File: config.mk
export PLATFORM = sky130hd
export DESIGN_NAME = tl_a_source_arbiter_flat
export DESIGN_NICKNAME = d
export VERILOG_FILES = /design/src/rtl/tl_a_source_arbiter_if.sv /design/src/rtl/tl_a_source_arbiter.sv /design/src/flat_wrapper.sv
export SDC_FILE = /design/constraint.sdc
export NUM_CORES = 1
export LEC_CHECK = 0
export ABC_AREA = 1
export BUFFER_PORTS_ARGS = -buffer_cell sky130_fd_sc_hd__buf_2
export CORE_AREA = 3 3 240 242
export DETAILED_ROUTE_END_ITERATION = 12
export DIE_AREA = 0 0 243 245
export MAX_ROUTING_LAYER = met4
export PLACE_DENSITY_LB_ADDON = 0.15
export SYNTH_ARGS = -nofsm -noshare
export SYNTH_HDL_FRONTEND = slang
export SYNTH_SLANG_ARGS = --single-unit
File: constraint.sdc
create_clock -name clock -period 7.1 [get_ports clock]
set_input_delay 1.065 -clock clock [delete_from_list [all_inputs] [get_ports clock]]
set_output_delay 1.065 -clock clock [all_outputs]
set_load 0.02 [all_outputs]
File: src/rtl/tl_a_source_arbiter_if.sv
// One TileLink-UL A/D link between a requester and a responder.
// SRC_W is 6 on the requester side and 7 on the shared fabric side.
interface tl_a_source_arbiter_if #(
    parameter int ADDR_W     = 30,
    parameter int DATA_BYTES = 8,
    parameter int SRC_W      = 6
);
    logic                    a_valid;
    logic                    a_ready;
    logic [2:0]              a_opcode;
    logic [2:0]              a_param;
    logic [3:0]              a_size;
    logic [SRC_W-1:0]        a_source;
    logic [ADDR_W-1:0]       a_address;
    logic [DATA_BYTES-1:0]   a_mask;
    logic [8*DATA_BYTES-1:0] a_data;

    logic                    d_valid;
    logic                    d_ready;
    logic [2:0]              d_opcode;
    logic [2:0]              d_param;
    logic [3:0]              d_size;
    logic [SRC_W-1:0]        d_source;
    logic                    d_denied;
    logic                    d_corrupt;
    logic [8*DATA_BYTES-1:0] d_data;

    // Requester side: issues A, accepts D
    modport master (
        output a_valid, a_opcode, a_param, a_size, a_source, a_address, a_mask, a_data,
        input  a_ready,
        input  d_valid, d_opcode, d_param, d_size, d_source, d_denied, d_corrupt, d_data,
        output d_ready
    );

    // Responder side: accepts A, issues D
    modport slave (
        input  a_valid, a_opcode, a_param, a_size, a_source, a_address, a_mask, a_data,
        output a_ready,
        output d_valid, d_opcode, d_param, d_size, d_source, d_denied, d_corrupt, d_data,
        input  d_ready
    );
endinterface

File: src/rtl/tl_a_source_arbiter.sv
// Two-requester TileLink-UL A-channel arbiter with D-channel return routing.
// The granted requester index is carried in out.a_source[6] and D beats are
// steered back by the same bit. Bursts hold the grant until their last beat.
module tl_a_source_arbiter #(
    parameter int ADDR_W     = 30,
    parameter int DATA_BYTES = 8,
    parameter int MAX_SIZE   = 6,
    parameter int MAX_OUT    = 4
) (
    input  logic clock,
    input  logic reset,
    tl_a_source_arbiter_if.slave  in0,
    tl_a_source_arbiter_if.slave  in1,
    tl_a_source_arbiter_if.master out,
    output logic protocol_err
);
    localparam int LG_BEAT = $clog2(DATA_BYTES);
    localparam int CNT_W   = $clog2(MAX_OUT + 1);
    // Wide enough for 2^(15-LG_BEAT) beats so illegal sizes still count sanely
    localparam int BEAT_W  = 13;

    typedef enum logic [1:0] {S_IDLE, S_HOLD, S_BURST} state_t;

    state_t              r_state;
    logic                r_grant;
    logic                r_rr;
    logic [BEAT_W-1:0]   r_abeat;
    logic [BEAT_W-1:0]   r_dbeat;
    logic [CNT_W-1:0]    r_cnt0;
    logic [CNT_W-1:0]    r_cnt1;
    logic                r_err;

    logic                    w_elig0, w_elig1;
    logic                    w_sel, w_sel_valid, w_sel_elig;
    logic                    w_a_fire, w_a_first, w_a_last;
    logic [2:0]              w_a_opcode;
    logic [3:0]              w_a_size;
    logic [BEAT_W-1:0]       w_a_beats;
    logic [ADDR_W-1:0]       w_a_address;
    logic [DATA_BYTES-1:0]   w_a_mask;
    logic [8*DATA_BYTES-1:0] w_a_data;
    logic                    w_d_sel, w_d_fire, w_d_last;
    logic [BEAT_W-1:0]       w_d_beats;
    logic                    w_inc0, w_inc1, w_dec0, w_dec1, w_uflow;

    // Number of beats in a message; only multi-beat opcodes with size above one beat expand
    function automatic logic [BEAT_W-1:0] beats(input logic multi, input logic [3:0] size);
        if (multi && (size > 4'(LG_BEAT)))
            return BEAT_W'(1) << (size - 4'(LG_BEAT));
        return BEAT_W'(1);
    endfunction

    assign w_elig0 = in0.a_valid && (r_cnt0 < CNT_W'(MAX_OUT));
    assign w_elig1 = in1.a_valid && (r_cnt1 < CNT_W'(MAX_OUT));

    // Grant select: round-robin among eligible requesters when idle, frozen otherwise
    always_comb begin
        w_sel = r_grant;
        if (r_state == S_IDLE) begin
            if (w_elig0 && w_elig1)
                w_sel = r_rr;
            else
                w_sel = w_elig1;
        end
    end

    assign w_sel_valid = w_sel ? in1.a_valid : in0.a_valid;
    assign w_sel_elig  = w_sel ? w_elig1 : w_elig0;

    assign w_a_opcode  = w_sel ? in1.a_opcode  : in0.a_opcode;
    assign w_a_size    = w_sel ? in1.a_size    : in0.a_size;
    assign w_a_address = w_sel ? in1.a_address : in0.a_address;
    assign w_a_mask    = w_sel ? in1.a_mask    : in0.a_mask;
    assign w_a_data    = w_sel ? in1.a_data    : in0.a_data;

    assign out.a_valid   = (r_state == S_IDLE) ? w_sel_elig : w_sel_valid;
    assign out.a_opcode  = w_a_opcode;
    assign out.a_param   = w_sel ? in1.a_param : in0.a_param;
    assign out.a_size    = w_a_size;
    assign out.a_source  = {w_sel, (w_sel ? in1.a_source : in0.a_source)};
    assign out.a_address = w_a_address;
    assign out.a_mask    = w_a_mask;
    assign out.a_data    = w_a_data;

    assign in0.a_ready = out.a_ready && !w_sel && ((r_state != S_IDLE) || w_elig0);
    assign in1.a_ready = out.a_ready &&  w_sel && ((r_state != S_IDLE) || w_elig1);

    assign w_a_fire  = out.a_valid && out.a_ready;
    assign w_a_first = (r_abeat == '0);
    assign w_a_beats = beats((w_a_opcode == 3'd0) || (w_a_opcode == 3'd1), w_a_size);
    assign w_a_last  = ((r_abeat + BEAT_W'(1)) == w_a_beats);

    // D return path: steer by the requester tag in source bit 6
    assign w_d_sel       = out.d_source[6];
    assign out.d_ready   = w_d_sel ? in1.d_ready : in0.d_ready;
    assign in0.d_valid   = out.d_valid && !w_d_sel;
    assign in1.d_valid   = out.d_valid &&  w_d_sel;
    assign in0.d_opcode  = out.d_opcode;
    assign in1.d_opcode  = out.d_opcode;
    assign in0.d_param   = out.d_param;
    assign in1.d_param   = out.d_param;
    assign in0.d_size    = out.d_size;
    assign in1.d_size    = out.d_size;
    assign in0.d_source  = out.d_source[5:0];
    assign in1.d_source  = out.d_source[5:0];
    assign in0.d_denied  = out.d_denied;
    assign in1.d_denied  = out.d_denied;
    assign in0.d_corrupt = out.d_corrupt;
    assign in1.d_corrupt = out.d_corrupt;
    assign in0.d_data    = out.d_data;
    assign in1.d_data    = out.d_data;

    assign w_d_fire  = out.d_valid && out.d_ready;
    assign w_d_beats = beats(out.d_opcode == 3'd1, out.d_size);
    assign w_d_last  = ((r_dbeat + BEAT_W'(1)) == w_d_beats);

    assign w_inc0  = w_a_fire && w_a_first && !w_sel;
    assign w_inc1  = w_a_fire && w_a_first &&  w_sel;
    assign w_dec0  = w_d_fire && w_d_last && !w_d_sel;
    assign w_dec1  = w_d_fire && w_d_last &&  w_d_sel;
    assign w_uflow = (w_dec0 && !w_inc0 && (r_cnt0 == '0)) ||
                     (w_dec1 && !w_inc1 && (r_cnt1 == '0));

    // Arbiter FSM: grant lock across stalls and bursts, round-robin pointer update
    always_ff @(posedge clock) begin
        if (reset) begin
            r_state <= S_IDLE;
            r_grant <= 1'b0;
            r_rr    <= 1'b0;
            r_abeat <= '0;
        end else begin
            case (r_state)
                S_IDLE: begin
                    r_grant <= w_sel;
                    if (w_a_fire) begin
                        if (w_a_last) begin
                            r_rr <= ~w_sel;
                        end else begin
                            r_state <= S_BURST;
                            r_abeat <= BEAT_W'(1);
                        end
                    end else if (out.a_valid) begin
                        r_state <= S_HOLD;
                    end
                end
                S_HOLD: begin
                    if (w_a_fire) begin
                        if (w_a_last) begin
                            r_state <= S_IDLE;
                            r_rr    <= ~w_sel;
                        end else begin
                            r_state <= S_BURST;
                            r_abeat <= BEAT_W'(1);
                        end
                    end
                end
                S_BURST: begin
                    if (w_a_fire) begin
                        if (w_a_last) begin
                            r_state <= S_IDLE;
                            r_abeat <= '0;
                            r_rr    <= ~w_sel;
                        end else begin
                            r_abeat <= r_abeat + BEAT_W'(1);
                        end
                    end
                end
                default: r_state <= S_IDLE;
            endcase
        end
    end

    // D beat counter; D bursts never interleave so one counter serves both requesters
    always_ff @(posedge clock) begin
        if (reset)
            r_dbeat <= '0;
        else if (w_d_fire)
            r_dbeat <= w_d_last ? '0 : (r_dbeat + BEAT_W'(1));
    end

    // Outstanding transaction counters; a decrement at zero holds zero
    always_ff @(posedge clock) begin
        if (reset) begin
            r_cnt0 <= '0;
            r_cnt1 <= '0;
        end else begin
            if (w_inc0 && !w_dec0)
                r_cnt0 <= r_cnt0 + CNT_W'(1);
            else if (w_dec0 && !w_inc0 && (r_cnt0 != '0))
                r_cnt0 <= r_cnt0 - CNT_W'(1);
            if (w_inc1 && !w_dec1)
                r_cnt1 <= r_cnt1 + CNT_W'(1);
            else if (w_dec1 && !w_inc1 && (r_cnt1 != '0))
                r_cnt1 <= r_cnt1 - CNT_W'(1);
        end
    end

    // Sticky protocol error: counter underflow or oversized A/D message
    always_ff @(posedge clock) begin
        if (reset)
            r_err <= 1'b0;
        else if (w_uflow ||
                 (w_a_fire && w_a_first && (w_a_size > 4'(MAX_SIZE))) ||
                 (w_d_fire && (out.d_size > 4'(MAX_SIZE))))
            r_err <= 1'b1;
    end

    assign protocol_err = r_err;
endmodule

File: src/flat_wrapper.sv
// flat-port wrapper written by rule: the top's interface ports become plain ports
module tl_a_source_arbiter_flat 
#(
    parameter int ADDR_W     = 30,
    parameter int DATA_BYTES = 8,
    parameter int MAX_SIZE   = 6,
    parameter int MAX_OUT    = 4
)
  (clock, reset, protocol_err, in0_a_valid, in0_a_opcode, in0_a_param, in0_a_size, in0_a_source, in0_a_address, in0_a_mask, in0_a_data, in0_a_ready, in0_d_valid, in0_d_opcode, in0_d_param, in0_d_size, in0_d_source, in0_d_denied, in0_d_corrupt, in0_d_data, in0_d_ready, in1_a_valid, in1_a_opcode, in1_a_param, in1_a_size, in1_a_source, in1_a_address, in1_a_mask, in1_a_data, in1_a_ready, in1_d_valid, in1_d_opcode, in1_d_param, in1_d_size, in1_d_source, in1_d_denied, in1_d_corrupt, in1_d_data, in1_d_ready, out_a_valid, out_a_opcode, out_a_param, out_a_size, out_a_source, out_a_address, out_a_mask, out_a_data, out_a_ready, out_d_valid, out_d_opcode, out_d_param, out_d_size, out_d_source, out_d_denied, out_d_corrupt, out_d_data, out_d_ready);
  tl_a_source_arbiter_if #(.ADDR_W(ADDR_W), .DATA_BYTES(DATA_BYTES), .SRC_W(6)) in0_i ();
  tl_a_source_arbiter_if #(.ADDR_W(ADDR_W), .DATA_BYTES(DATA_BYTES), .SRC_W(6)) in1_i ();
  tl_a_source_arbiter_if #(.ADDR_W(ADDR_W), .DATA_BYTES(DATA_BYTES), .SRC_W(7)) out_i ();
  input  logic clock;
  input  logic reset;
  output logic protocol_err;
  input wire logic [$bits(in0_i.a_valid)-1:0] in0_a_valid;
  input wire logic [$bits(in0_i.a_opcode)-1:0] in0_a_opcode;
  input wire logic [$bits(in0_i.a_param)-1:0] in0_a_param;
  input wire logic [$bits(in0_i.a_size)-1:0] in0_a_size;
  input wire logic [$bits(in0_i.a_source)-1:0] in0_a_source;
  input wire logic [$bits(in0_i.a_address)-1:0] in0_a_address;
  input wire logic [$bits(in0_i.a_mask)-1:0] in0_a_mask;
  input wire logic [$bits(in0_i.a_data)-1:0] in0_a_data;
  output wire logic [$bits(in0_i.a_ready)-1:0] in0_a_ready;
  output wire logic [$bits(in0_i.d_valid)-1:0] in0_d_valid;
  output wire logic [$bits(in0_i.d_opcode)-1:0] in0_d_opcode;
  output wire logic [$bits(in0_i.d_param)-1:0] in0_d_param;
  output wire logic [$bits(in0_i.d_size)-1:0] in0_d_size;
  output wire logic [$bits(in0_i.d_source)-1:0] in0_d_source;
  output wire logic [$bits(in0_i.d_denied)-1:0] in0_d_denied;
  output wire logic [$bits(in0_i.d_corrupt)-1:0] in0_d_corrupt;
  output wire logic [$bits(in0_i.d_data)-1:0] in0_d_data;
  input wire logic [$bits(in0_i.d_ready)-1:0] in0_d_ready;
  input wire logic [$bits(in1_i.a_valid)-1:0] in1_a_valid;
  input wire logic [$bits(in1_i.a_opcode)-1:0] in1_a_opcode;
  input wire logic [$bits(in1_i.a_param)-1:0] in1_a_param;
  input wire logic [$bits(in1_i.a_size)-1:0] in1_a_size;
  input wire logic [$bits(in1_i.a_source)-1:0] in1_a_source;
  input wire logic [$bits(in1_i.a_address)-1:0] in1_a_address;
  input wire logic [$bits(in1_i.a_mask)-1:0] in1_a_mask;
  input wire logic [$bits(in1_i.a_data)-1:0] in1_a_data;
  output wire logic [$bits(in1_i.a_ready)-1:0] in1_a_ready;
  output wire logic [$bits(in1_i.d_valid)-1:0] in1_d_valid;
  output wire logic [$bits(in1_i.d_opcode)-1:0] in1_d_opcode;
  output wire logic [$bits(in1_i.d_param)-1:0] in1_d_param;
  output wire logic [$bits(in1_i.d_size)-1:0] in1_d_size;
  output wire logic [$bits(in1_i.d_source)-1:0] in1_d_source;
  output wire logic [$bits(in1_i.d_denied)-1:0] in1_d_denied;
  output wire logic [$bits(in1_i.d_corrupt)-1:0] in1_d_corrupt;
  output wire logic [$bits(in1_i.d_data)-1:0] in1_d_data;
  input wire logic [$bits(in1_i.d_ready)-1:0] in1_d_ready;
  output wire logic [$bits(out_i.a_valid)-1:0] out_a_valid;
  output wire logic [$bits(out_i.a_opcode)-1:0] out_a_opcode;
  output wire logic [$bits(out_i.a_param)-1:0] out_a_param;
  output wire logic [$bits(out_i.a_size)-1:0] out_a_size;
  output wire logic [$bits(out_i.a_source)-1:0] out_a_source;
  output wire logic [$bits(out_i.a_address)-1:0] out_a_address;
  output wire logic [$bits(out_i.a_mask)-1:0] out_a_mask;
  output wire logic [$bits(out_i.a_data)-1:0] out_a_data;
  input wire logic [$bits(out_i.a_ready)-1:0] out_a_ready;
  input wire logic [$bits(out_i.d_valid)-1:0] out_d_valid;
  input wire logic [$bits(out_i.d_opcode)-1:0] out_d_opcode;
  input wire logic [$bits(out_i.d_param)-1:0] out_d_param;
  input wire logic [$bits(out_i.d_size)-1:0] out_d_size;
  input wire logic [$bits(out_i.d_source)-1:0] out_d_source;
  input wire logic [$bits(out_i.d_denied)-1:0] out_d_denied;
  input wire logic [$bits(out_i.d_corrupt)-1:0] out_d_corrupt;
  input wire logic [$bits(out_i.d_data)-1:0] out_d_data;
  output wire logic [$bits(out_i.d_ready)-1:0] out_d_ready;
  assign in0_i.a_valid = in0_a_valid;
  assign in0_i.a_opcode = in0_a_opcode;
  assign in0_i.a_param = in0_a_param;
  assign in0_i.a_size = in0_a_size;
  assign in0_i.a_source = in0_a_source;
  assign in0_i.a_address = in0_a_address;
  assign in0_i.a_mask = in0_a_mask;
  assign in0_i.a_data = in0_a_data;
  assign in0_a_ready = in0_i.a_ready;
  assign in0_d_valid = in0_i.d_valid;
  assign in0_d_opcode = in0_i.d_opcode;
  assign in0_d_param = in0_i.d_param;
  assign in0_d_size = in0_i.d_size;
  assign in0_d_source = in0_i.d_source;
  assign in0_d_denied = in0_i.d_denied;
  assign in0_d_corrupt = in0_i.d_corrupt;
  assign in0_d_data = in0_i.d_data;
  assign in0_i.d_ready = in0_d_ready;
  assign in1_i.a_valid = in1_a_valid;
  assign in1_i.a_opcode = in1_a_opcode;
  assign in1_i.a_param = in1_a_param;
  assign in1_i.a_size = in1_a_size;
  assign in1_i.a_source = in1_a_source;
  assign in1_i.a_address = in1_a_address;
  assign in1_i.a_mask = in1_a_mask;
  assign in1_i.a_data = in1_a_data;
  assign in1_a_ready = in1_i.a_ready;
  assign in1_d_valid = in1_i.d_valid;
  assign in1_d_opcode = in1_i.d_opcode;
  assign in1_d_param = in1_i.d_param;
  assign in1_d_size = in1_i.d_size;
  assign in1_d_source = in1_i.d_source;
  assign in1_d_denied = in1_i.d_denied;
  assign in1_d_corrupt = in1_i.d_corrupt;
  assign in1_d_data = in1_i.d_data;
  assign in1_i.d_ready = in1_d_ready;
  assign out_a_valid = out_i.a_valid;
  assign out_a_opcode = out_i.a_opcode;
  assign out_a_param = out_i.a_param;
  assign out_a_size = out_i.a_size;
  assign out_a_source = out_i.a_source;
  assign out_a_address = out_i.a_address;
  assign out_a_mask = out_i.a_mask;
  assign out_a_data = out_i.a_data;
  assign out_i.a_ready = out_a_ready;
  assign out_i.d_valid = out_d_valid;
  assign out_i.d_opcode = out_d_opcode;
  assign out_i.d_param = out_d_param;
  assign out_i.d_size = out_d_size;
  assign out_i.d_source = out_d_source;
  assign out_i.d_denied = out_d_denied;
  assign out_i.d_corrupt = out_d_corrupt;
  assign out_i.d_data = out_d_data;
  assign out_d_ready = out_i.d_ready;
  tl_a_source_arbiter #(.ADDR_W(ADDR_W), .DATA_BYTES(DATA_BYTES), .MAX_SIZE(MAX_SIZE), .MAX_OUT(MAX_OUT)) u_core (.clock(clock), .reset(reset), .in0(in0_i), .in1(in1_i), .out(out_i), .protocol_err(protocol_err));
endmodule
# [After elaboration in Yosys (flattened, before gate mapping)]
# Index checks and enable logic that the tools add are counted.
[word_totals] regBits=37 inputBits=327 output_inout_bits=290 elab_cells=132
[op_classes] addsub=8 n_lt_le_gt_ge=6 n_eq_ne=13 shifts=2 mux=37 bitwise_logic=1 reduce_logical=57
[op_table] operator="13-bit 2-to-1 mux" count=9
[op_table] operator="64-bit 2-to-1 mux" count=1
[op_table] operator="30-bit 2-to-1 mux" count=1
[op_table] operator="1-bit logical AND" count=29
[op_table] operator="13-bit by 1-bit adder with 13-bit output, second input constant" count=2
[op_table] operator="13-bit equality test" count=2
[op_table] operator="13-bit one-hot mux with 2 select lines" count=1
[op_table] operator="1-bit by 4-bit left shift with 13-bit output, first input constant" count=2
[op_table] operator="3-bit 2-to-1 mux" count=6
[op_table] operator="2-bit 2-to-1 mux" count=7
[op_table] operator="13-bit zero test" count=1
[op_table] operator="3-bit zero test" count=3
[op_table] operator="4-bit by 2-bit greater-than comparator with 1-bit output, second input constant" count=2
[op_table] operator="4-bit by 3-bit greater-than comparator with 1-bit output, second input constant" count=2
[op_table] operator="1-bit 2-to-1 mux" count=8
[op_table] operator="8-bit 2-to-1 mux" count=1
[op_table] operator="2-bit by 1-bit != test with 1-bit output, second input constant" count=4
[op_table] operator="2-bit nonzero test" count=4
[op_table] operator="4-bit by 2-bit subtractor with 4-bit output, second input constant" count=2
[op_table] operator="3-bit by 1-bit adder with 3-bit output, second input constant" count=2
[op_table] operator="3-bit by 1-bit equality test with 1-bit output, second input constant" count=2
[op_table] operator="1-bit zero test" count=6
[op_table] operator="1-bit logical OR" count=6
[op_table] operator="3-bit less-than comparator, second input constant" count=2
[op_table] operator="17 further kinds" count=19

# [Longest topological paths before layout]
# Gate-level depths: netlist of the first run.
[depth] ltp_word=16 depth_mapped=23 mapped_depth_nobuf=23

# [Least setup slack after synthesis of the first run]
# Ideal clock, no wire load.
[synth_timing] path_kind="input to output" startpoint="input port in0_a_valid" endpoint="output port out_a_address[0]" arrival_time_ns=2.548 t_required_ns=6.035 slack_ns=3.487 stages=12 path_buffers=4 path_cell_list="inv_1 -> nor2_1 -> nand2_1 -> nand2_4 -> nand2_4 -> buf_6 -> buf_6 -> inv_4 -> clkbuf_1 -> clkbuf_1 -> nand2_1 -> nand2_1"
[synth_between] elab_chain_cells=5
[synth_rtl] element="from (decl)" line="flat_wrapper.sv:16" text="input wire logic [$bits(in0_i.a_valid)-1:0] in0_a_valid;"
[synth_rtl] element="1-bit logical AND" line="tl_a_source_arbiter.sv:53" text="assign w_elig0 = in0.a_valid && (r_cnt0 < CNT_W'(MAX_OUT));"
[synth_rtl] element="1-bit logical AND" line="tl_a_source_arbiter.sv:60" text="if (w_elig0 && w_elig1)"
[synth_rtl] element="1-bit 2-to-1 mux" line="tl_a_source_arbiter.sv:60"
[synth_rtl] element="1-bit 2-to-1 mux" line="tl_a_source_arbiter.sv:59" text="if (r_state == S_IDLE) begin"
[synth_rtl] element="30-bit 2-to-1 mux" line="tl_a_source_arbiter.sv:72" text="assign w_a_address = w_sel ? in1.a_address : in0.a_address;"
[synth_rtl] element="to (decl)" line="flat_wrapper.sv:57" text="output wire logic [$bits(out_i.a_address)-1:0] out_a_address;"
# No other way between the ends.

# [Worst setup path after layout of the first run]
[layout_timing] startpoint="input port in0_a_valid" endpoint="output port out_a_data[51]"
[layout_between] elab_chain_cells=5
[layout_rtl] element="1-bit logical AND" line="tl_a_source_arbiter.sv:53"
[layout_rtl] element="1-bit logical AND" line="tl_a_source_arbiter.sv:60"
[layout_rtl] element="1-bit 2-to-1 mux" line="tl_a_source_arbiter.sv:60"
[layout_rtl] element="1-bit 2-to-1 mux" line="tl_a_source_arbiter.sv:59"
[layout_rtl] element="64-bit 2-to-1 mux" line="tl_a_source_arbiter.sv:74" text="assign w_a_data = w_sel ? in1.a_data : in0.a_data;"
[layout_rtl] element="to (decl)" line="flat_wrapper.sv:59" text="output wire logic [$bits(out_i.a_data)-1:0] out_a_data;"
# No other way between the ends.

==> results.toml, run 1 <==
[outcome]
status = "finished clean"

[clock_network]
cts_root_buffer = "clkbuf_16"
cts_buffers = 5
clockBufferDepth = 2
postCtsHoldBufs = 0
cts.repair.resized = 0
clk_latency_ps = 290
h-tree-depth = 2
path_clk_slew_ps = 60
post_cts_buffers = 0
cts.sinks = 37
cts_tree = "built"

[logic_synthesis]
yosys_most_used_dff = "dfxtp_1"
ys_ff_latch = 37
netlist_top_cells_area = "nand2_1 31%, buf_4 20%, dfxtp_1 12%, nor2_1 5.7%, inv_1 4.7%"
synth.distinct_cells = 40
synthesis.nets = 1454
ys_seq_area_share_pct = 12.2
yosys.area.top_type_share_pct = 31.3
yosysMostFrequentCell = "nand2_1"
synth_top_family_by_area = "simple AND/OR/NAND/NOR gates"
syn_inst = 1120
async_reset_ff_share_pct = 0
synth_fa_ha_area_share_pct = 1.69
synth_top_cells_by_count = "507 x nand2_1, 166 x buf_4, 93 x nor2_1"
syn_area_sq_um = 6090
synth_xor_area_share_pct = 3.45
yosysWarnings = 0
synth-edff-count = 0
synth_compound_gate_area_share_pct = 5.18
synth-simple-area-share_pct = 48.8
yosys.area.top_type = "nand2_1"
syn_area_per_cell_sq_um = 5.43
synth_mux_area_share_pct = 0

[sta]
final_hold_viol_count = 0
worst_pin_slew_ps = 866
maxSlewHeadroom_pct = 42.3
rsz0062_at_grt = "false"
fmax_mhz = 208
slew_viol_final = 0
post-route-period-util_pct = 67.8
skew_ps = 5.25
tns_ps = 0
finalCriticalPeriod_ps = 4810
setup_viol = 0

[cells_and_area]
design_area_sq_um = 7700
n_fill_cell = 6695
utilization_pct = 13.9
area_delta_synth_final_pct = 26.6
nets = 1650
layout-drive-gt1-share_pct = 33.2

[floorplanning]
fp.dieH_microns = 245
die_w_microns = 243
core_area_sq_um = 55300
start_util_pct = 11.0
num_rows = 86
die_area_sq_um = 59500
io_pins = 617

[job]
max_cap_viol_count = 0

[critical_path]
cp-start-kind = "input port"
setup.worst_path.class = "input port to primary output"
endpoint_kind = "primary output"
worstPathMaxFanout = 78
worst-endpoint-arrival_ps = 3750
crit_required_ps = 6030
r2r_slack_ps = 2900

[grt]
met2_usage_pct = 23.6
grt_max_degree = 79
grt_pass1_wl_mm = 57.9
use_met1_pct = 16.3
use_met3_pct = 5.46
antenna_found_initial = 14
busiest_layer = "met2"
grt_usage_pct = 14.0
gr-total-overflow = 0
grt_pass1_vias = 7413

[pwr]
p_per_area_nw_per_um2 = 253
ir_drop_mv = 0.0816
p_leak_nw = 4.20

[placed_design]
hpwl_mm = 38.4
placed_area_sq_um = 7550
io_buffer_count = 391
globalplace.congestion = 0.928

[drt]
avgRoutedWirePerCell_microns = 20.6
vias = 7442
drt_iter0_drc = 384
antenna_left = 0
via_per_inst = 3.60
first_pass_iters = 5
postRouteWirelength_mm = 42.7
drc_errors = 0

[worst_hold_path]
hp-class = "register to register"
critical path, cell delays in order:
cell,delay (ps)
buf_2,100
inv_1,40
nor2_1,150
nand2_1,110
nand2_4,160
nand2_4,340
inv_4,720
buf_4,520
nand2_1,120
nand2_1,180
buf_2,200
layer usage:
layer | vias to the layer above | routed length, microns
li1 | 3674 | -
met1 | 3309 | 17500
met2 | 425 | 20600
met3 | 34 | 3920
met4 | 0 | 632
met5 | - | 0
state kept, by name, indices dropped and copies added, names as in the netlist:
register             flops
u_core.r_state           2
u_core.r_rr              1
u_core.r_cnt1            3
u_core.protocol_err      1
u_core.r_cnt0            3
u_core.r_grant           1
u_core.r_dbeat          13
u_core.r_abeat          13
cells by family (layout without fill, tap and decap cells):
kind of cell / count (synthesis) / after routing
AOI/OAI and AO/OA: 51 / 51
and+or+nand+nor: 717 / 717
xor gates and xnor gates: 24 / 24
buffers and inverters: 284 / 480
other: 0 / 5
adders and majority gates: 7 / 7
DFF: 37 / 37
cell usage in the layout (no fill, tap or decap), drive strengths merged, types with 2 or more instances in the layout:
cell type / instances
xor2: 15
ha: 5
inv: 79
clkbuf: 7
nand2: 523
o31ai: 2
nor2: 99
nor4: 4
xnor2: 9
o21bai: 2
dfxtp: 37
diode: 5
nand3b: 7
buf: 393
or2: 2
nand4: 21
a21oi: 21
fa: 2
nor3: 15
nand3: 45
o21ai: 22
per-stage QoR:
| step | total power (W) | worst slack [ps] | instances | hold slack, ps |
|---|---|---|---|---|
| finish | 0.00195 | 2290 | 2069 | 464 |
| global route | 0.00211 | 1990 | 2067 | 487 |
| CTS | 0.00200 | 2150 | 2064 | 467 |
| detailed placement | 0.00175 | 2130 | 2057 | 458 |
| global placement | 0.00176 | 2030 | 2057 | 453 |
| floorplan | 0.00130 | 3490 | 1120 | 439 |
report_power, final:
| group | leakage [nW] | switching [W] | total (W) | internal [W] |
|---|---|---|---|---|
| clock network | 0.0700 | 0.0000951 | 0.000233 | 0.000138 |
| registers | 0.301 | 0.0000366 | 0.000281 | 0.000244 |
| logic | 3.83 | 0.00104 | 0.00143 | 0.000394 |
| total | 4.20 | 0.00117 | 0.00195 | 0.000776 |
final cells by class:
type,instances,area [sq um],share of cell area (%)
clock buffer,7,143,1.85
tap,748,936,12.1
timing repair buffer,393,1970,25.6
multi-input combinational,799,3600,46.7
inverter,80,303,3.93
sequential,37,741,9.62
antenna,5,12.5,0.162
final timing paths:
check	from	end	cells after the start
max	in0_a_valid	out_a_data[51]	11
min	u_core.r_dbeat[12]	u_core.r_dbeat[12]	2
max reg2reg	u_core.r_state[1]	u_core.r_cnt0[2]	17
min reg2reg	u_core.r_dbeat[12]	u_core.r_dbeat[12]	2
(Power assumes the default switching activity.)
==> run 2, diff against run 1 <==
--- a/config.mk
+++ b/config.mk
@@ -5,11 +5,11 @@
 export SDC_FILE = /design/constraint.sdc
 export NUM_CORES = 1
 export LEC_CHECK = 0
-export ABC_AREA = 1
+export ABC_AREA = 0
 export BUFFER_PORTS_ARGS = -buffer_cell sky130_fd_sc_hd__buf_2
-export CORE_AREA = 3 3 240 242
+export CORE_AREA = 3 3 239 241
 export DETAILED_ROUTE_END_ITERATION = 12
-export DIE_AREA = 0 0 243 245
+export DIE_AREA = 0 0 242 244
 export MAX_ROUTING_LAYER = met4
 export PLACE_DENSITY_LB_ADDON = 0.15
 export SYNTH_ARGS = -nofsm -noshare
==> constraint.sdc (replaced) <==
create_clock -name clock -period 4.9 [get_ports clock]
set_input_delay 0.735 -clock clock [delete_from_list [all_inputs] [get_ports clock]]
set_output_delay 0.735 -clock clock [all_outputs]
set_load 0.02 [all_outputs]
==> run 2 against run 1 <==
Compared with the run above:
- area after synthesis increased by 5.0%
- cell count is 4.3% lower
- clock power up 72%
- combinational power barely moved
- final area increased by 4.6%
- flip-flop and latch count unchanged
==> results.toml, run 2 <==
[cells_and_area]
area_delta_synth_final_pct = 26.1
layout-drive-gt1-share_pct = 35.5
final_common_cell = "nand2_1"
final_cell_mix = "392 x nand2_1, 391 x buf_2, 37 x dfxtp_1"
nets = 1561
top_regs = "u_core.r_abeat: 13 flops, u_core.r_dbeat: 13 flops"
utilization_pct = 14.6
n_fill_cell = 6542

[clock_network]
cts_buffers = 5
cts.sinks = 37
cts_tree = "built"
postCtsHoldBufs = 0
cts.repair.resized = 0
clockBufferDepth = 2
path_clk_slew_ps = 70
post_cts_buffers = 0
clk_latency_ps = 290
h-tree-depth = 2
cts_root_buffer = "clkbuf_16"

[logic_synthesis]
synth_top_cells_by_count = "392 x nand2_1, 169 x buf_4, 46 x clkbuf_1"
async_reset_ff_share_pct = 0
ys_ff_latch = 37
yosysMostFrequentCell = "nand2_1"
synthesis.nets = 1383
syn_inst = 1049
syn_area_per_cell_sq_um = 6.09
synth.distinct_cells = 74
netlist_top_cells_area = "nand2_1 23%, buf_4 20%, dfxtp_1 12%, xnor2_1 3.6%, clkbuf_1 2.7%"
yosys.area.top_type = "nand2_1"
yosysWarnings = 0
ys_seq_area_share_pct = 11.6
yosys_most_used_dff = "dfxtp_1"
synth-edff-count = 0
yosys.area.top_type_share_pct = 23.0
syn_area_sq_um = 6390

[placed_design]
hpwl_mm = 37.0
io_buffer_count = 391
globalplace.congestion = 0.961

[floorplanning]
fp.dieH_microns = 244
die_w_microns = 242
die_area_sq_um = 59000
core_area_sq_um = 55100
num_rows = 86
start_util_pct = 11.6
io_pins = 617

[pwr]
seqPwrFrac_pct = 15.5
p_sw_share_pct = 54.5
switchingPower_w = 0.00119
ir_drop_mv = 0.123
p_per_area_nw_per_um2 = 271
p_leak_nw = 3.88
power.share.combinational_pct = 66.1
p_clk_share_pct = 18.4
internal-power_w = 0.000994

[critical_path]
crit_required_ps = 5040
ff2ff_path_depth = 12
worstPathMaxFanout = 12
crit-reg2reg-launch = "u_core.r_dbeat[0]"
r2r-end = "u_core.r_cnt0[1]"
setup.worst_path.class = "input port to register"
endpoint_kind = "register"
crit_buf_inv = 1
cp-start-kind = "input port"
worst-endpoint-arrival_ps = 4110
critical_path.top_delay_family = "simple AND/OR/NAND/NOR gates"
crit_chain = "buf_2 > and2_1 > ha_1 > or4_1 > o21a_1 > o31a_1 > o2111ai_1 > nor4bb_4 > nand3_2 > nand2_1 > fa_1 > nor4bb_1 > or3_1 > a21oi_1"
r2r_slack_ps = 950
slowest_delay_ps = 580
cpMaxStageDelayCell = "or4_1"

[drt]
first_pass_iters = 5
antenna_left = 0
via_per_inst = 3.84
vias = 7600
avgRoutedWirePerCell_microns = 21.7
wirelength_met1_mm = 16.6
postRouteWirelength_mm = 42.9
met2_length_mm = 20.5
drc_errors = 0
met3WireLength_mm = 4.49
drt_iter0_drc = 445
maxUsedRoutingLayer = "met4"

[grt]
grt_pass1_wl_mm = 57.6
antenna_found_initial = 6
grt_usage_pct = 14.0
grt_pass1_vias = 7368
grt_max_degree = 96
gr-total-overflow = 0

[job]
max_cap_viol_count = 0

[sta]
worst_pin_slew_ps = 1070
setup_viol = 0
skew_ps = 8.15
maxSlewHeadroom_pct = 28.3
rsz0062_at_grt = "false"
final_hold_viol_count = 0
fmax_mhz = 252
slew_viol_final = 0
tns_ps = 0
post-route-period-util_pct = 81.0
finalCriticalPeriod_ps = 3970

[outcome]
status = "finished clean"

[worst_hold_path]
whs_endpoint = "u_core.r_abeat[12]"
hp-class = "register to register"
worstHoldPathCells = 2
min-delay-start = "u_core.r_abeat[12]"
run 2: cells by family (layout without fill, tap and decap cells):
family                     after synthesis  in the layout  synth area share [%]
adders and majority gates                7              7                  1.61
AOI/OAI and AO/OA                      116            116                  12.4
DFF                                     37             37                  11.6
and+or+nand+nor                        585            585                  41.3
other                                    0              3                     0
buffers and inverters                  250            429                  25.1
muxes                                   19             19                  3.13
xor gates and xnor gates                35             35                  4.80
run 2: metrics by stage:
step           hold slack (ps)  total power, W  setup WS, ps  instances  instance area, sq um
2_1_floorplan              457         0.00133           758       1049                  6390
3_3_place_gp               477         0.00182           637       1968                  7880
3_5_place_dp               482         0.00182           614       1968                  7880
4_1_cts                    491         0.00223           878       1976                  8050
5_1_grt                    525         0.00234           593       1978                  8060
6_report                   491         0.00218           930       1979                  8060
run 2: worst max path at each step:
stage                              to  slack, ps  depth (start not counted)              start
detailed placement   u_core.r_cnt0[1]        610                         12      out_d_size[1]
global route         u_core.r_cnt0[1]        590                         12  u_core.r_dbeat[0]
CTS                 out_a_address[29]        880                          7  u_core.r_state[1]
floorplan            u_core.r_cnt1[1]        760                         16      out_d_size[1]
finish               u_core.r_cnt1[2]        930                         14      out_d_size[1]
global placement     u_core.r_cnt1[2]        640                         14      out_d_size[1]
run 2: layout make-up:
class | count | area, sq um | area share [%]
Antenna cell | 3 | 7.51 | 0.0931
Clock buffer | 6 | 139 | 1.72
Clock inverter | 2 | 37.5 | 0.466
Inverter | 20 | 77.6 | 0.962
Multi-Input combinational cell | 762 | 4070 | 50.4
Sequential cell | 37 | 741 | 9.19
Tap cell | 748 | 936 | 11.6
Timing Repair Buffer | 401 | 2060 | 25.5
run 2: worst reg2reg max path: cells and delay by family (launching register included):
family                   cells  cell delay [ps]
AND/OR/NAND/NOR              4             1440
AO/OA/AOI/OAI                5             1290
adder cells (fa/ha/maj)      1              330
buffers and inverters        2              510
flip-flops                   1              310
run 2: power by group through the flow:
stage / combinational, W / clock [W] / sequential (W)
after global placement: 0.00147 / 0 / 0.000346
after detailed placement: 0.00147 / 0 / 0.000345
after CTS: 0.00147 / 0.000413 / 0.000339
final: 0.00144 / 0.000401 / 0.000338
after global routing: 0.00158 / 0.000427 / 0.000342
after floorplan: 0.000997 / 0 / 0.000336
run 2: layer usage:
layer  GRT usage (%)  vias up
li1                -     3693
met1            15.4     3486
met2            22.8      366
met3            5.93       55
met4            4.61        0
met5               -        -
==> run 3, diff against run 2 <==
--- a/config.mk
+++ b/config.mk
@@ -5,7 +5,7 @@
 export SDC_FILE = /design/constraint.sdc
 export NUM_CORES = 1
 export LEC_CHECK = 0
-export ABC_AREA = 0
+export ABC_AREA = 1
 export BUFFER_PORTS_ARGS = -buffer_cell sky130_fd_sc_hd__buf_2
 export CORE_AREA = 3 3 239 241
 export DETAILED_ROUTE_END_ITERATION = 12
==> constraint.sdc (replaced) <==
create_clock -name clock -period 3.35 [get_ports clock]
set_input_delay 0.5025 -clock clock [delete_from_list [all_inputs] [get_ports clock]]
set_output_delay 0.5025 -clock clock [all_outputs]
set_load 0.02 [all_outputs]
==> run 3 against run 2 <==
Compared with the run above:
- power up 97%
- flip-flop and latch count is the same
- routed wire length is 4.6% lower
- clock-buffer cell count decreased by 1
- hold slack worse by 26 ps
- combinational power is 120% higher
- first-iteration DRC count decreased by 30%
- critical path depth fell by 4
- core utilization is 0.084 points lower
- setup slack got worse by 650 ps
- clock power grew 26%
- register-to-register slack lost 630 ps
==> results.toml, run 3 (synthesized netlist as in run 1, its figures left out) <==
[outcome]
status = "finished clean"

[clock_network]
post_cts_buffers = 0
h-tree-depth = 2
cts_buffers = 5
path_clk_slew_ps = 70
cts_root_buffer = "clkbuf_16"
cts_tree = "built"
cts.sinks = 37
clockBufferDepth = 2
clk_latency_ps = 300

[cells_and_area]
top_regs = "u_core.r_abeat: 13 flops, u_core.r_dbeat: 13 flops"
n_fill_cell = 6673
nets = 1679
final_cell_mix = "507 x nand2_1, 389 x buf_2, 93 x nor2_1"
seq_area_sq_um = 741
final_common_cell = "nand2_1"
area_delta_synth_final_pct = 31.7
multi_input_area_sq_um = 3620
layout-drive-gt1-share_pct = 34.8

[critical_path]
ff2ff_path_depth = 18
crit_required_ps = 2850
cpMaxStageDelayCell = "dfxtp_1"
critPathMostFrequentCell = "nand2_4"
worst-endpoint-arrival_ps = 2570
r2r-end = "u_core.r_cnt1[1]"
slowest_delay_ps = 400
worstPathMaxFanout = 113
r2r_slack_ps = 320
setup.worst_path.class = "register to primary output"
cp-start-kind = "register"
endpoint_kind = "primary output"
crit_chain = "inv_2 > nand2_4 > nor2_4 > nand2_4 > nand2_4 > inv_4 > buf_12 > nand2_1 > nand2_1 > buf_2"
crit-reg2reg-launch = "u_core.r_dbeat[0]"

[floorplanning]
num_rows = 86
die_w_microns = 242
io_pins = 617
core_area_sq_um = 55100
die_area_sq_um = 59000
fp.dieH_microns = 244
start_util_pct = 11.0

[grt]
grt_pass1_vias = 7353
use_met3_pct = 5.90
gr-total-overflow = 0
busiest_layer = "met2"
use_met1_pct = 15.9
antenna_found_initial = 5
grt_max_degree = 114
grt_usage_pct = 13.5
met2_usage_pct = 21.5
grt_pass1_wl_mm = 55.9

[drt]
avgRoutedWirePerCell_microns = 19.5
drt_iter0_drc = 312
first_pass_iters = 5
postRouteWirelength_mm = 40.9
vias = 7329
drc_errors = 0
antenna_left = 0
via_per_inst = 3.49

[sta]
post-route-period-util_pct = 91.7
skew_ps = 13.1
worst_pin_slew_ps = 574
maxSlewHeadroom_pct = 61.7
tns_ps = 0
fmax_mhz = 326
finalCriticalPeriod_ps = 3070
slew_viol_final = 0
final_hold_viol_count = 0
setup_viol = 0
rsz0062_at_grt = "false"

[placed_design]
globalplace.congestion = 0.889
hpwl_mm = 36.6
io_buffer_count = 391

[job]
max_cap_viol_count = 0

[pwr]
p_per_area_nw_per_um2 = 537
power_w = 0.00430
p_leak_nw = 4.36
ir_drop_mv = 0.173

[worst_hold_path]
worstHoldPathCells = 2
whs_endpoint = "u_core.r_rr"
hp-class = "register to register"
min-delay-start = "u_core.r_rr"
[run 3: worst max-delay path by stage]
stage / start / cells past startpoint / slack, ps / end
after CTS: u_core.r_state[1] / 9 / 80 / out_a_address[22]
after global placement: out_d_size[0] / 20 / 110 / u_core.r_cnt0[2]
after global routing: u_core.r_dbeat[0] / 18 / 4 / u_core.r_cnt1[1]
final: u_core.r_state[1] / 10 / 280 / out_a_source[1]
after floorplan: in0_a_valid / 22 / 320 / u_core.r_cnt1[2]
after detailed placement: out_d_size[0] / 20 / 100 / u_core.r_cnt0[2]
[run 3: what timing repair did]
item	in CTS	in global routing
hold buffers	0	0
setup endpoints to repair	0	15
resized for setup	0	5
endpoints found under the hold margin	0	0
[run 3: cell type report]
| type | count | share of cell area [%] |
|---|---|---|
| timing repair buffer | 422 | 28.2 |
| antenna | 5 | 0.156 |
| sequential | 37 | 9.24 |
| clock inverter | 3 | 0.265 |
| multi-input combinational | 799 | 45.1 |
| inverter | 80 | 3.78 |
| tap | 748 | 11.7 |
| clock buffer | 5 | 1.56 |
[run 3: through the flow]
stage,hold WS (ps),cell area [sq um],setup WS (ps),utilization (%),std cells
after floorplan,439,6090,321,-,1120
after global placement,457,7830,107,14.2,2086
after detailed placement,456,7830,101,14.2,2086
after CTS,468,7980,79.1,14.5,2094
after global routing,502,8020,4.49,14.5,2099
final,465,8020,279,14.5,2099
[run 3: report_power, final]
part	internal, W	total (W)	switching (W)
registers	0.000517	0.000599	0.0000823
logic	0.000971	0.00320	0.00223
clock network	0.000278	0.000507	0.000229
total	0.00177	0.00430	0.00254
[run 3: worst max-delay path, delay by kind of cell, from the launching register on]
family	cells	cell delay [ps]
flip-flops	1	400
AND/OR/NAND/NOR	6	920
buffers and inverters	4	820
[run 3: metal layers]
layer | wire [microns] | part of all wire, %
met5 | 0 | 0
met4 | 830 | 2.0
met3 | 3870 | 9.5
met2 | 18900 | 46
met1 | 17400 | 42
